### config.mk
export PLATFORM = sky130hd
export DESIGN_NAME = alu_arbiter
export DESIGN_NICKNAME = d
export VERILOG_FILES = /design/src/rtl/alu_pkg.sv /design/src/rtl/alu_core.sv /design/src/rtl/alu_arbiter.sv
export SDC_FILE = /design/constraint.sdc
export NUM_CORES = 2
export LEC_CHECK = 0
export ABC_AREA = 1
export CAP_MARGIN = 15
export CELL_PAD_IN_SITES_DETAIL_PLACEMENT = 1
export CELL_PAD_IN_SITES_GLOBAL_PLACEMENT = 2
export CORE_MARGIN = 5
export CORE_UTILIZATION = 30
export DETAILED_ROUTE_END_ITERATION = 10
export PLACE_DENSITY = 0.74
export SKIP_CTS_REPAIR_TIMING = 1
export SLEW_MARGIN = 40
export SYNTH_ARGS = -nofsm -noshare
export SYNTH_HDL_FRONTEND = slang
export SYNTH_SLANG_ARGS = --single-unit
### constraint.sdc
create_clock -name clk -period 10.2 [get_ports clk]
set_clock_uncertainty 0.15 [all_clocks]
set_input_delay 1.02 -clock clk [delete_from_list [all_inputs] [get_ports clk]]
set_output_delay 1.02 -clock clk [all_outputs]
set_load 0.01 [all_outputs]
### src/rtl/alu_pkg.sv
// alu_pkg: ALU op codes and arbiter FSM states shared by the ALU arbiter files.
package alu_pkg;
  localparam logic [2:0] ALU_SUB = 3'b000;
  localparam logic [2:0] ALU_MUL = 3'b001;
  localparam logic [2:0] ALU_OR  = 3'b010;
  localparam logic [2:0] ALU_SHL = 3'b011;
  localparam logic [2:0] ALU_CMM = 3'b100;
  localparam logic [2:0] ALU_CME = 3'b101;
  localparam logic [2:0] ALU_CMP = 3'b110;
  localparam logic [2:0] ALU_ADD = 3'b111;
  typedef enum logic [1:0] {IDLE, MUL, RESP} state_t;
endpackage

### src/rtl/alu_core.sv
// alu_core: combinational ALU computing all eight op codes modulo 2^WIDTH.
module alu_core
  import alu_pkg::*;
#(
  parameter int WIDTH = 32
) (
  input  logic [2:0]       op,
  input  logic [WIDTH-1:0] a,
  input  logic [WIDTH-1:0] b,
  output logic [WIDTH-1:0] y
);
  localparam int SW = $clog2(WIDTH);
  logic lt, eq;
  assign lt = $signed(a) < $signed(b);
  assign eq = a == b;
  always_comb begin
    y = a + b;
    case (op)
      ALU_SUB, ALU_CMP: y = a - b;
      ALU_MUL:          y = a * b;
      ALU_OR:           y = a | b;
      ALU_SHL:          y = a << b[SW-1:0];
      ALU_CMM:          y = {{(WIDTH-1){1'b0}}, lt};
      ALU_CME:          y = {{(WIDTH-1){1'b0}}, lt | eq};
      default:          y = a + b;
    endcase
  end
endmodule

### src/rtl/alu_arbiter.sv
// alu_arbiter: round-robin sharing of one ALU between two requesters,
// one op in flight, multiply as a fixed multicycle op, tagged response.
module alu_arbiter
  import alu_pkg::*;
#(
  parameter int WIDTH   = 32,
  parameter int MUL_LAT = 3
) (
  input  logic             clk,
  input  logic             rst_n,
  input  logic             req0_valid,
  output logic             req0_ready,
  input  logic [2:0]       req0_op,
  input  logic [WIDTH-1:0] req0_a,
  input  logic [WIDTH-1:0] req0_b,
  input  logic             req1_valid,
  output logic             req1_ready,
  input  logic [2:0]       req1_op,
  input  logic [WIDTH-1:0] req1_a,
  input  logic [WIDTH-1:0] req1_b,
  output logic             resp_valid,
  input  logic             resp_ready,
  output logic             resp_id,
  output logic [WIDTH-1:0] resp_data,
  output logic             resp_zero,
  output logic             resp_neg
);
  localparam int CW = $clog2(MUL_LAT) + 1;
  state_t state, state_n;
  logic last_grant, g, acc, id_q, load;
  logic [CW-1:0] cnt;
  logic [2:0] op_q, op_g, op_c;
  logic [WIDTH-1:0] a_q, b_q, a_g, b_g, a_c, b_c, y;
  assign g          = (req0_valid & req1_valid) ? ~last_grant : req1_valid;
  assign req0_ready = rst_n & (state == IDLE) & req0_valid & ~g;
  assign req1_ready = rst_n & (state == IDLE) & req1_valid & g;
  assign acc        = req0_ready | req1_ready;
  assign op_g = g ? req1_op : req0_op;
  assign a_g  = g ? req1_a : req0_a;
  assign b_g  = g ? req1_b : req0_b;
  // single-cycle ops go straight from the request mux; MUL uses the captured copies
  assign op_c = (state == IDLE) ? op_g : op_q;
  assign a_c  = (state == IDLE) ? a_g : a_q;
  assign b_c  = (state == IDLE) ? b_g : b_q;
  alu_core #(.WIDTH(WIDTH)) u_core (.op(op_c), .a(a_c), .b(b_c), .y(y));
  assign load       = (acc & (op_g != ALU_MUL)) | ((state == MUL) & (cnt == '0));
  assign resp_valid = state == RESP;
  always_comb begin
    state_n = state;
    case (state)
      IDLE:    state_n = acc ? ((op_g == ALU_MUL) ? MUL : RESP) : IDLE;
      MUL:     state_n = (cnt == '0) ? RESP : MUL;
      default: state_n = resp_ready ? IDLE : RESP;
    endcase
  end
  always_ff @(posedge clk or negedge rst_n) begin
    if (!rst_n) begin
      state      <= IDLE;
      last_grant <= 1'b1;
      cnt        <= '0;
    end else begin
      state <= state_n;
      if (acc) last_grant <= g;
      cnt <= acc ? CW'(MUL_LAT - 2) : ((state == MUL) && (cnt != '0)) ? cnt - 1'b1 : cnt;
    end
  end
  always_ff @(posedge clk or negedge rst_n) begin
    if (!rst_n) begin
      op_q <= '0;
      a_q  <= '0;
      b_q  <= '0;
      id_q <= 1'b0;
    end else if (acc) begin
      op_q <= op_g;
      a_q  <= a_g;
      b_q  <= b_g;
      id_q <= g;
    end
  end
  always_ff @(posedge clk or negedge rst_n) begin
    if (!rst_n) begin
      resp_data <= '0;
      resp_id   <= 1'b0;
      resp_zero <= 1'b0;
      resp_neg  <= 1'b0;
    end else if (load) begin
      resp_data <= y;
      resp_id   <= (state == IDLE) ? g : id_q;
      resp_zero <= y == '0;
      resp_neg  <= y[WIDTH-1];
    end
  end
endmodule

## Word level (Yosys, flattened, before mapping)

Index checks and enable logic that the tools add are counted.

- Output and inout port bits: 38
- Register bits after elaboration: 109
- Logic and storage cells: 66
- Input bits: 139

- Bitwise gates (word level): 14
- Equal/unequal tests: 11
- Shift operators: 1
- Reduce and logical (&&, ||, !) cells: 8
- $mul: 1
- Add/subtract/negate cells: 3
- Magnitude comparators: 1
- Muxes and demuxes: 16

Operator list:

| operator | number |
|---|---|
| one-hot mux 32 bit (6 select lines) | 1 |
| two-way mux 32 bit | 4 |
| adder 32 bit | 1 |
| equality test 32 bit | 1 |
| logical NOT 32 bit | 1 |
| < comparator 32 bit | 1 |
| multiplier 32 x 32 -> 32 bit | 1 |
| OR 32 bit | 1 |
| << shifter 32 x 5 -> 32 bit | 1 |
| subtractor 32 bit | 1 |
| two-way mux 3 bit | 4 |
| equality test 3 bit (second input constant) | 3 |
| AND 1 bit | 8 |
| two-way mux 2 bit | 4 |
| equality test 3 x 1 -> 1 bit (second input constant) | 2 |
| equality test 3 x 2 -> 1 bit (second input constant) | 2 |
| logical NOT 3 bit | 2 |
| one-hot mux 2 bit (2 select lines) | 1 |
| inequality test 3 x 1 -> 1 bit (second input constant) | 1 |
| OR 1 bit | 3 |
| nonzero test 3 bit | 1 |
| subtractor 3 x 1 -> 3 bit (second input constant) | 1 |
| equality test 2 x 1 -> 1 bit (second input constant) | 1 |
| equality test 2 bit (second input constant) | 1 |
| other kinds (6) | 8 |

## Depth between registers and ports, before layout

- Depth after elaboration: 8
- Gate-level depth with buffers: 46
- Gate-level depth less buffers: 42

## Hierarchy

Synthesis repeated with hierarchy kept, for this count alone.

- Cells, all modules: 4338
- Area, all modules: 29380.7 µm²

By module, submodules not included:

| module | instances | cells an instance | area an instance (µm²) | sequential area each (µm²) |
|---|---|---|---|---|
| alu_core | 1 | 3466 | 23373.7 | 0.0 |
| alu_arbiter | 1 | 872 | 6007.0 | 2703.8 |

## Least setup slack after synthesis

OpenSTA, ideal clock, no wires.

- Path type: in2reg
- From: input port req1_valid
- To: register resp_zero
- Data arrival time: 8.555 ns
- Required time: 9.984 ns
- Cell stages on the path: 38
- Slack: 1.429 ns
- Path through: buf_4 nand2_4 buf_6 buf_6 nand2_1 nand2_1 nand2_1 o21ai_1 inv_1 buf_2 clkbuf_1 buf_1 nor2_1 fa_1 inv_1 fa_1 fa_1 fa_1 (+2 left out) inv_1 fa_1 inv_1 fa_1 fa_1 ha_1 a21oi_1 o21ai_0 a21oi_1 nand3_1 a21o_1 o21ai_0 o21ai_0 nor3_1 nand4_1 nor3_1 nand2_1 nand2_1

- Cells in the longest elaborated chain, start to end: 8

RTL lines:

| item | RTL line | source |
|---|---|---|
| start, declared | alu_arbiter.sv:16 | `input logic req1_valid,` |
| branches (longest 8 deep; another with multiplier 32 x 32 -> 32 bit) | - |  |
| end signal, assigned | alu_arbiter.sv:84 | `resp_zero <= 1'b0;` |
| end signal, assigned | alu_arbiter.sv:89 | `resp_zero <= y == '0;` |
| end, declared | alu_arbiter.sv:25 | `output logic resp_zero,` |

Several ways; the timed one is not identified.
A chain may end at the register's enable or synchronous reset.

## Final worst setup path

- From: input port req0_valid
- To: register resp_zero

- Cells in the longest elaborated chain, start to end: 8

RTL lines:

| item | RTL line | source |
|---|---|---|
| start, declared | alu_arbiter.sv:11 | `input logic req0_valid,` |
| branches (longest 8 deep; another with multiplier 32 x 32 -> 32 bit) | - |  |

Several ways; the timed one is not identified.

==> impl_metrics.json <==
{
  "status": "finished clean",
  "ant_nets": 0,
  "path_buf_inv": 8,
  "required_ns": 10.40,
  "timing.rr.end": "resp_zero",
  "cp.arrival_ns": 9.90,
  "wl_per_cell_um": 24.6,
  "cp-end-kind": "flop",
  "maxCapViolCount": 0,
  "worst_path_max_delay_cell": "fa_1",
  "drc": 0,
  "synth_adder_area_share": 0.380,
  "synthTopCellsByArea": "fa_1 28%, nand2_1 15%, ha_1 9.6%",
  "crit_cells": 39,
  "slew_headroom": 0.406,
  "grt_pass1_vias": 30700,
  "ys.warnings.count": 0,
  "synth_top_area_cell": "fa_1",
  "clock_path_buffers": 2,
  "min_to": "a_q[5]",
  "fmax_mhz": 103,
  "min_path_cells": 2,
  "grt_antenna_before_repair": 5,
  "final-hold-violation-count": 0,
  "rsz0062_at_grt": "no",
  "hold_start": "a_q[5]",
  "grt_pass1_wl_mm": 206,
  "clk_pin_slew_worst_paths_ns": 0.09,
  "syn-num-nets": 5026,
  "syn_to_final_growth_pct": 14.5,
  "fin_crit_ns": 9.70,
  "routed_wl_mm": 140,
  "grt_util_all_layers": 0.270,
  "synth_ff_type": "dfrtp_1",
  "nets": 5197,
  "cts_tree": "built",
  "synth_xor_area_frac": 0.00940,
  "cp_max_fo": 12,
  "ioPinCount": 177,
  "synth_compound_area_frac": 0.0755,
  "synthCells": 4256,
  "synth_seq_area_share": 0.0936,
  "cts_root_buf": "clkbuf_16",
  "drt_iter0_markers": 1992,
  "tightest_slew_ns": 0.890,
  "r2r-start": "state[1]",
  "final-setup-viol-count": 0,
  "hp-class": "reg -> reg",
  "crit_top_cell": "nand2_1",
  "num_rows": 113,
  "synth_top_cell_area_share": 0.284,
  "num_vias": 29000,
  "cts-buffers-inserted": 9,
  "clkLatencyLatePin_ns": 0.41,
  "clock_sinks": 108,
  "antenna-diode-count": 0,
  "syn_avg_cell_area_sq_um": 6.78,
  "grt-ovfl-total": 0,
  "hold_ws_ns": 0.327,
  "syn_area_sq_um": 28900,
  "ys_ff_latch": 108,
  "slew_violations": 0,
  "drt-pass1-iter-count": 5,
  "reg2regPathDepth": 35,
  "synth_top_family_by_area": "adder cells",
  "cp_top_family": "adder cells",
  "die_y_um": 320,
  "dieArea_sq_um": 103000,
  "grt_max_degree": 82,
  "final_layout_size_suffix_gt1_frac": 0.0618,
  "async_flop_share": 1.00,
  "cpPeakStageDelay_ns": 0.53,
  "numPortBuffers": 176,
  "viasPerCell": 5.09,
  "critical_path_class": "in -> reg",
  "synth_cell_type_count": 54,
  "post-route-period-util": 0.951,
  "worst_setup_path_start_kind": "input port",
  "core_area_sq_um": 95300,
  "start_util": 0.303,
  "place.gp.congestion": 0.983,
  "synth_edf_count": 0,
  "synth-simple-area-share": 0.317,
  "reg2reg_slack_ns": 1.04,
  "die_w_um": 320,
  "yosys-mux-area-fraction": 0.000347,
  "cts_htree_levels": 3,
  "dp_hpwl_mm": 119
}
==> worst max-delay path by stage <==
stage	from	to	slack [ns]
6_report	req0_valid	resp_zero	0.50
2_1_floorplan	req1_valid	resp_zero	1.43
5_1_grt	req0_valid	resp_zero	0.06
3_5_place_dp	req0_valid	resp_zero	-0.009
3_3_place_gp	req0_valid	resp_zero	0.06
4_1_cts	req0_valid	resp_zero	0.42
==> logic make-up after synthesis <==
kind of cell             after synthesis
XOR/XNOR                              31
buffers and inverters                894
flip-flops                           108
AND/OR/NAND/NOR                     2195
AO/OA/AOI/OAI                        396
multiplexers                           1
adder cells (fa/ha/maj)              631
==> layout make-up <==
| class | instances | area, sq um |
|---|---|---|
| multi-input combinational | 3254 | 22600 |
| clock buffer | 9 | 225 |
| tap | 1265 | 1580 |
| sequential | 108 | 2700 |
| clock inverter | 7 | 68.8 |
| fill | 12200 | 62200 |
| inverter | 713 | 2680 |
| timing repair buffer | 341 | 3150 |
==> layout by cell type (no fill, tap or decap), types with 25 or more instances in the layout <==
cell and count:
nand2_1 1121, inv_1 695, nor2_1 527, fa_1 410, nand3_1 390, ha_1 221, clkdlybuf4s50_1 174, buf_4 153
o21ai_0 148, a21oi_1 143, dfrtp_1 107, nand4_1 32, nand2_2 27, nand3b_1 25
==> worst register-to-register path: cells and delay by family (launching register included) <==
family                     cells  cell delay (ns)
xor gates and xnor gates       1             0.33
DFF                            1             0.43
and+or+nand+nor               14             2.01
buffers and inverters          7             1.31
AOI/OAI and AO/OA              4             1.00
adders and majority gates      9             3.88
==> routing by layer <==
metal | GRT usage | routed length [um]
met5 | 0 | 27
met4 | 0.0827 | 5290
met3 | 0.0390 | 7810
met2 | 0.462 | 66500
met1 | 0.354 | 60600
==> state kept, by name, summed over array words and instances, names as in the netlist, 2 cells and up <==
signal and flops:
a_q 32, b_q 32, cnt 3, op_q 3
resp_data 32, state 2
==> per-stage QoR <==
| step | instances | cell area (sq um) | worst slack, ns | TNS (ns) | util |
|---|---|---|---|---|---|
| final | 5697 | 33000 | 0.502 | 0 | 0.347 |
| after floorplan | 4256 | 28900 | 1.43 | 0 | - |
| after CTS | 5697 | 33000 | 0.421 | 0 | 0.347 |
| after global placement | 5681 | 32700 | 0.0638 | 0 | 0.344 |
| after global routing | 5697 | 33000 | 0.0557 | 0 | 0.347 |
| after detailed placement | 5681 | 32700 | -0.00871 | -0.00871 | 0.344 |
==> synth_stat cells (2+ instances only) <==
library cell / instances
a21boi_0: 3
a21o_1: 12
a21oi_1: 143
a31oi_1: 24
and2_1: 4
buf_1: 23
buf_2: 44
buf_4: 18
buf_6: 13
clkbuf_1: 82
clkinv_1: 4
dfrtp_1: 107
fa_1: 410
ha_1: 221
inv_1: 696
inv_2: 13
nand2_1: 1123
nand2_2: 26
nand2_4: 4
nand3_1: 390
nand3_2: 3
nand3b_1: 25
nand4_1: 32
nor2_1: 528
nor3_1: 24
nor4_1: 6
o211ai_1: 9
o21a_1: 6
o21ai_0: 149
o21ai_1: 23
o21ai_2: 5
o21bai_1: 10
o221ai_1: 2
o22ai_1: 2
or2_2: 24
xnor2_1: 7
xor2_1: 24
Power is not shown: default switching activity piles up to over one toggle a cycle in this logic, so the estimate is an artifact.
